File: config.mk
export PLATFORM = sky130hd
export DESIGN_NAME = rst_seq
export DESIGN_NICKNAME = d
export VERILOG_FILES = /design/src/rtl/rst_seq.sv
export SDC_FILE = /design/constraint.sdc
export NUM_CORES = 1
export LEC_CHECK = 0
export CAP_MARGIN = 25
export CORE_UTILIZATION = 30
export DETAILED_ROUTE_END_ITERATION = 8
export PLACE_DENSITY_LB_ADDON = 0.2
export SETUP_SLACK_MARGIN = 0.5
export SKIP_CTS_REPAIR_TIMING = 1
export SLEW_MARGIN = 40
export SYNTH_ARGS = -nofsm -noshare
export SYNTH_HDL_FRONTEND = slang
export SYNTH_SLANG_ARGS = --single-unit
File: constraint.sdc
create_clock -name wb_clk_i -period 1.4 [get_ports wb_clk_i]
set_input_delay 0.42 -clock wb_clk_i [delete_from_list [all_inputs] [get_ports wb_clk_i]]
set_output_delay 0.42 -clock wb_clk_i [all_outputs]
set_load 0.05 [all_outputs]
File: src/rtl/rst_seq.sv
// Reset sequencer for the Wishbone clock domain: waits for a filtered PLL lock,
// then releases NUM_RST active-high resets one at a time in index order.
module rst_seq #(
  parameter int NUM_RST     = 4,
  parameter int STRETCH     = 16,
  parameter int LOCK_FILTER = 8,
  parameter int SYNC_STAGES = 2
) (
  input  logic               wb_clk_i,
  input  logic               rst_n_pad_i,
  input  logic               pll_lock_i,
  input  logic               soft_rst_i,
  output logic [NUM_RST-1:0] rst_o,
  output logic               ready_o,
  output logic [1:0]         state_o
);

  localparam int LCW = $clog2(LOCK_FILTER) + 1;
  localparam int SCW = $clog2(STRETCH) + 1;
  localparam int IW  = $clog2(NUM_RST) + 1;

  localparam logic [LCW-1:0] LC_LAST  = LCW'(LOCK_FILTER - 1);
  localparam logic [SCW-1:0] SC_LAST  = SCW'(STRETCH - 1);
  localparam logic [IW-1:0]  IDX_LAST = IW'(NUM_RST - 1);

  typedef enum logic [1:0] {
    S_HOLD      = 2'd0,
    S_WAIT_LOCK = 2'd1,
    S_RELEASE   = 2'd2,
    S_RUN       = 2'd3
  } state_t;

  logic [SYNC_STAGES-1:0] rst_sync;
  logic [SYNC_STAGES-1:0] lock_sync;
  logic                   rst_int_n;
  logic                   lock_s;
  logic                   abort;

  state_t             state_q, state_d;
  logic [LCW-1:0]     lock_cnt_q, lock_cnt_d;
  logic [SCW-1:0]     str_cnt_q, str_cnt_d;
  logic [IW-1:0]      idx_q, idx_d;
  logic [NUM_RST-1:0] rst_q, rst_d;
  logic               ready_q, ready_d;

  // Both chains clear asynchronously so the pad reset and a stale lock
  // cannot leak into the first cycles after release.
  // NOTE: sequential state uses non-blocking assignments so every flop samples
  // pre-edge values; blocking here would collapse the chain into one stage.
  always_ff @(posedge wb_clk_i or negedge rst_n_pad_i) begin
    if (!rst_n_pad_i) begin
      rst_sync  <= '0;
      lock_sync <= '0;
    end else begin
      rst_sync  <= {rst_sync[SYNC_STAGES-2:0], 1'b1};
      lock_sync <= {lock_sync[SYNC_STAGES-2:0], pll_lock_i};
    end
  end

  assign rst_int_n = rst_sync[SYNC_STAGES-1];
  assign lock_s    = lock_sync[SYNC_STAGES-1];
  assign abort     = !lock_s || soft_rst_i;

  always_ff @(posedge wb_clk_i or negedge rst_n_pad_i) begin
    if (!rst_n_pad_i) begin
      state_q    <= S_HOLD;
      lock_cnt_q <= '0;
      str_cnt_q  <= '0;
      idx_q      <= '0;
      rst_q      <= '1;
      ready_q    <= 1'b0;
    end else begin
      state_q    <= state_d;
      lock_cnt_q <= lock_cnt_d;
      str_cnt_q  <= str_cnt_d;
      idx_q      <= idx_d;
      rst_q      <= rst_d;
      ready_q    <= ready_d;
    end
  end

  // NOTE: every output of this block gets a default first so no path through
  // the case statement can leave one unassigned and infer a latch.
  always_comb begin
    state_d    = state_q;
    lock_cnt_d = lock_cnt_q;
    str_cnt_d  = str_cnt_q;
    idx_d      = idx_q;
    rst_d      = rst_q;
    ready_d    = ready_q;

    unique case (state_q)
      S_HOLD: begin
        if (rst_int_n) state_d = S_WAIT_LOCK;
      end
      S_WAIT_LOCK: begin
        if (lock_s && !soft_rst_i) begin
          lock_cnt_d = lock_cnt_q + 1'b1;
          if (lock_cnt_q == LC_LAST) begin
            state_d   = S_RELEASE;
            idx_d     = '0;
            str_cnt_d = '0;
          end
        end else begin
          lock_cnt_d = '0;
        end
      end
      S_RELEASE, S_RUN: begin
        if (abort) begin
          state_d    = S_WAIT_LOCK;
          lock_cnt_d = '0;
          str_cnt_d  = '0;
          idx_d      = '0;
          rst_d      = '1;
          ready_d    = 1'b0;
        end else if (state_q == S_RELEASE) begin
          if (str_cnt_q == SC_LAST) begin
            // Shifting in a zero clears bit idx and keeps the ones contiguous.
            rst_d     = rst_q << 1;
            idx_d     = idx_q + 1'b1;
            str_cnt_d = '0;
            if (idx_q == IDX_LAST) begin
              state_d = S_RUN;
              ready_d = 1'b1;
            end
          end else begin
            str_cnt_d = str_cnt_q + 1'b1;
          end
        end
      end
    endcase
  end

  assign rst_o   = rst_q;
  assign ready_o = ready_q;
  assign state_o = state_q;

endmodule

==> results_dict.tcl <==
set metrics [dict create \
    clock-sinks 23 \
    viasPerCell 4.89 \
    crit_family "flip-flops" \
    cap_violations 0 \
    async_flop_share 1.00 \
    io_pins 11 \
    design.die.area_um2 3850 \
    gp_congestion 0.786 \
    path_buf_inv 1 \
    synth-seq-cells 23 \
    post-route-period-util 1.05 \
    dr.pass1.iters 4 \
    io_buffers 10 \
    cp_max_fo 3 \
    ys_seq_area_frac 0.536 \
    cp-start-kind "register" \
    cts_buffers 3 \
    synthCells 101 \
    overflow 0 \
    synth_ff_type "dfrtp_1" \
    grt_max_degree 15 \
    die_h_um 62.1 \
    finalCriticalPeriod_ns 1.47 \
    finalSetupViolations 9 \
    cts_tree "yes" \
    drtIter0Drc 32 \
    critPathLaunch "rst_o[2]$_DFFE_PN1P_" \
    reg2reg_slack_ns -0.05 \
    status "finished with violations" \
    rsz0062_at_grt "yes" \
    drc_errors 0 \
    fmax_mhz 682 \
    start_util 0.319 \
    p_leak_nw 0.822 \
    seq_area_um2 584 \
    power.density_nw_per_um2 608 \
    grtUsageTotal 0.131 \
    htreeDepth 1 \
    nFillCells 297 \
    synth_cell_type_count 35 \
    syn_nets 109 \
    dp.final_hpwl_um 1700 \
    fin_ws_ns -0.0669 \
    crit_chain "buf_12" \
    whs_ns 0.368 \
    fin_util 0.512 \
    grt_pass1_vias 833 \
    violations "setup timing" \
    hold_viol_final 0 \
    crit_arrival_ns 1.05 \
    slowest_stage "dfstp_2" \
    routed_wl_um 2500 \
    critPathKind "reg -> out" \
    min_path_cells 0 \
    reg2reg_to "str_cnt_q[3]$_DFFE_PN0P_" \
    synth_most_common_cell "dfrtp_1" \
    synthToLayoutAreaGrowth_pct 60.5 \
    drive_gt1_frac 0.535 \
    clkLatencyLatePin_ns 0.31 \
    whs_endpoint "lock_sync[1]$_DFF_PN0_" \
    endpoint_kind "output port" \
    std_cell_rows 21 \
    max_stage_delay_ns 0.60 \
    cts_max_path_buffers 2 \
    multi_input_area_um2 584 \
    rr_worst_depth 5 \
    synthTopCellsByCount "dfrtp_1 (19), nand2_1 (9), nor2_1 (7)" \
    r2r_start "lock_cnt_q[0]$_DFFE_PN0P_" \
    min_path_type "reg -> reg" \
    vias 930 \
    required_ns 0.98 \
    peakVddDrop_uv 435 \
    diodes 0 \
    nets 153 \
    yosysTopAreaCell "dfrtp_1" \
    root_buffer "clkbuf_4" \
    slew_violations 0 \
    syn_area_um2 1080 \
    finClkSkew_ns 0.0102 \
    synth.avg_cell_area_um2 10.7 \
    ant_nets 0 \
    die_w_um 62.1 \
    synth_edf_count 0 \
    place_inst 173 \
    synth_area_leaders "dfrtp_1 (44%), dfstp_2 (9.7%), ha_1 (4.6%)" \
    instances_no_fill 190 \
    wire_per_inst_um 13.2 \
    core_um2 3390 \
    yosysTopAreaCellShare 0.439 \
    yosys_warnings 0 \
    hold_start "lock_sync[0]$_DFF_PN0_" \
    grt_antenna_before_repair 0 \
    clkTransAtPathRegs_ns 0.13 \
    grt_pass1_wl_um 3660 \
]
## worst max path at each step
stage / to / slack [ns] / depth (start not counted)
global placement: str_cnt_q[3]$_DFFE_PN0P_ / -0.35 / 5
floorplan: str_cnt_q[3]$_DFFE_PN0P_ / -0.07 / 5
CTS: str_cnt_q[1]$_DFFE_PN0P_ / -0.16 / 5
finish: rst_o[2] / -0.07 / 1
global route: state_o[0] / -0.10 / 2
detailed placement: str_cnt_q[3]$_DFFE_PN0P_ / -0.40 / 5
## sequential cells by signal, indices dropped and copies added, names as in the netlist
| signal | cells |
|---|---|
| rst_sync | 2 |
| lock_sync | 2 |
| rst_o | 4 |
| lock_cnt_q | 4 |
| state_o | 2 |
| ready_o | 1 |
| idx_q | 3 |
| str_cnt_q | 5 |
## placed cells by master, fill, tap and decap left out, types with 2 or more instances in the layout
| cell | count |
|---|---|
| buf_4 | 23 |
| nand3_2 | 2 |
| nor2_2 | 2 |
| o22a_1 | 3 |
| a31oi_4 | 2 |
| dfrtp_1 | 16 |
| a21oi_2 | 5 |
| clkbuf_4 | 3 |
| dfrtp_2 | 3 |
| clkdlybuf4s50_1 | 2 |
| a31oi_1 | 2 |
| o21ai_1 | 4 |
| nand2_4 | 2 |
| buf_6 | 8 |
| o22ai_1 | 3 |
| and3_4 | 2 |
| dfstp_2 | 4 |
| inv_1 | 5 |
| nand3_1 | 2 |
| mux2i_1 | 3 |
| buf_8 | 2 |
| nor2_1 | 5 |
| ha_2 | 2 |
| nand2_1 | 7 |
| buf_12 | 7 |
| ha_1 | 2 |
## power breakdown
| group | total, mW | internal, mW | switching (mW) |
|---|---|---|---|
| clock network | 0.307 | 0.111 | 0.196 |
| logic | 0.0713 | 0.0348 | 0.0365 |
| registers | 0.678 | 0.674 | 0.00400 |
## logic make-up after synthesis
| logic type | share of synthesized area |
|---|---|
| fa+ha+maj | 0.0462 |
| compound gates | 0.194 |
| simple gates | 0.155 |
| buf+inv | 0.0370 |
| mux | 0.0277 |
| flops | 0.536 |
| other cells | 0.00346 |
## metal layers
| metal | global-route usage | vias up | share of wire |
|---|---|---|---|
| met5 | 0 | - | 0 |
| li1 | - | 451 | - |
| met3 | 0.0228 | 2 | 0.037 |
| met2 | 0.201 | 19 | 0.48 |
| met4 | 0.0476 | 0 | 0.012 |
| met1 | 0.186 | 458 | 0.47 |
## layout make-up
type | instances | share of cell area
sequential | 23 | 0.336
multi-input combinational | 69 | 0.336
timing repair buffer | 43 | 0.268
inverter | 5 | 0.0108
clock buffer | 4 | 0.0151
tap | 46 | 0.0331
## metrics by stage
step | setup WS [ns] | cell area [um^2] | setup TNS [ns] | power (mW)
after floorplan | -0.0702 | 1100 | -0.125 | 0.708
after global placement | -0.353 | 1450 | -4.47 | 0.745
after detailed placement | -0.401 | 1450 | -4.71 | 0.746
after CTS | -0.160 | 1470 | -1.34 | 1.05
after global routing | -0.105 | 1740 | -1.06 | 1.11
final | -0.0669 | 1740 | -0.401 | 1.06
No activity file was read; power rests on OpenSTA's default activity.
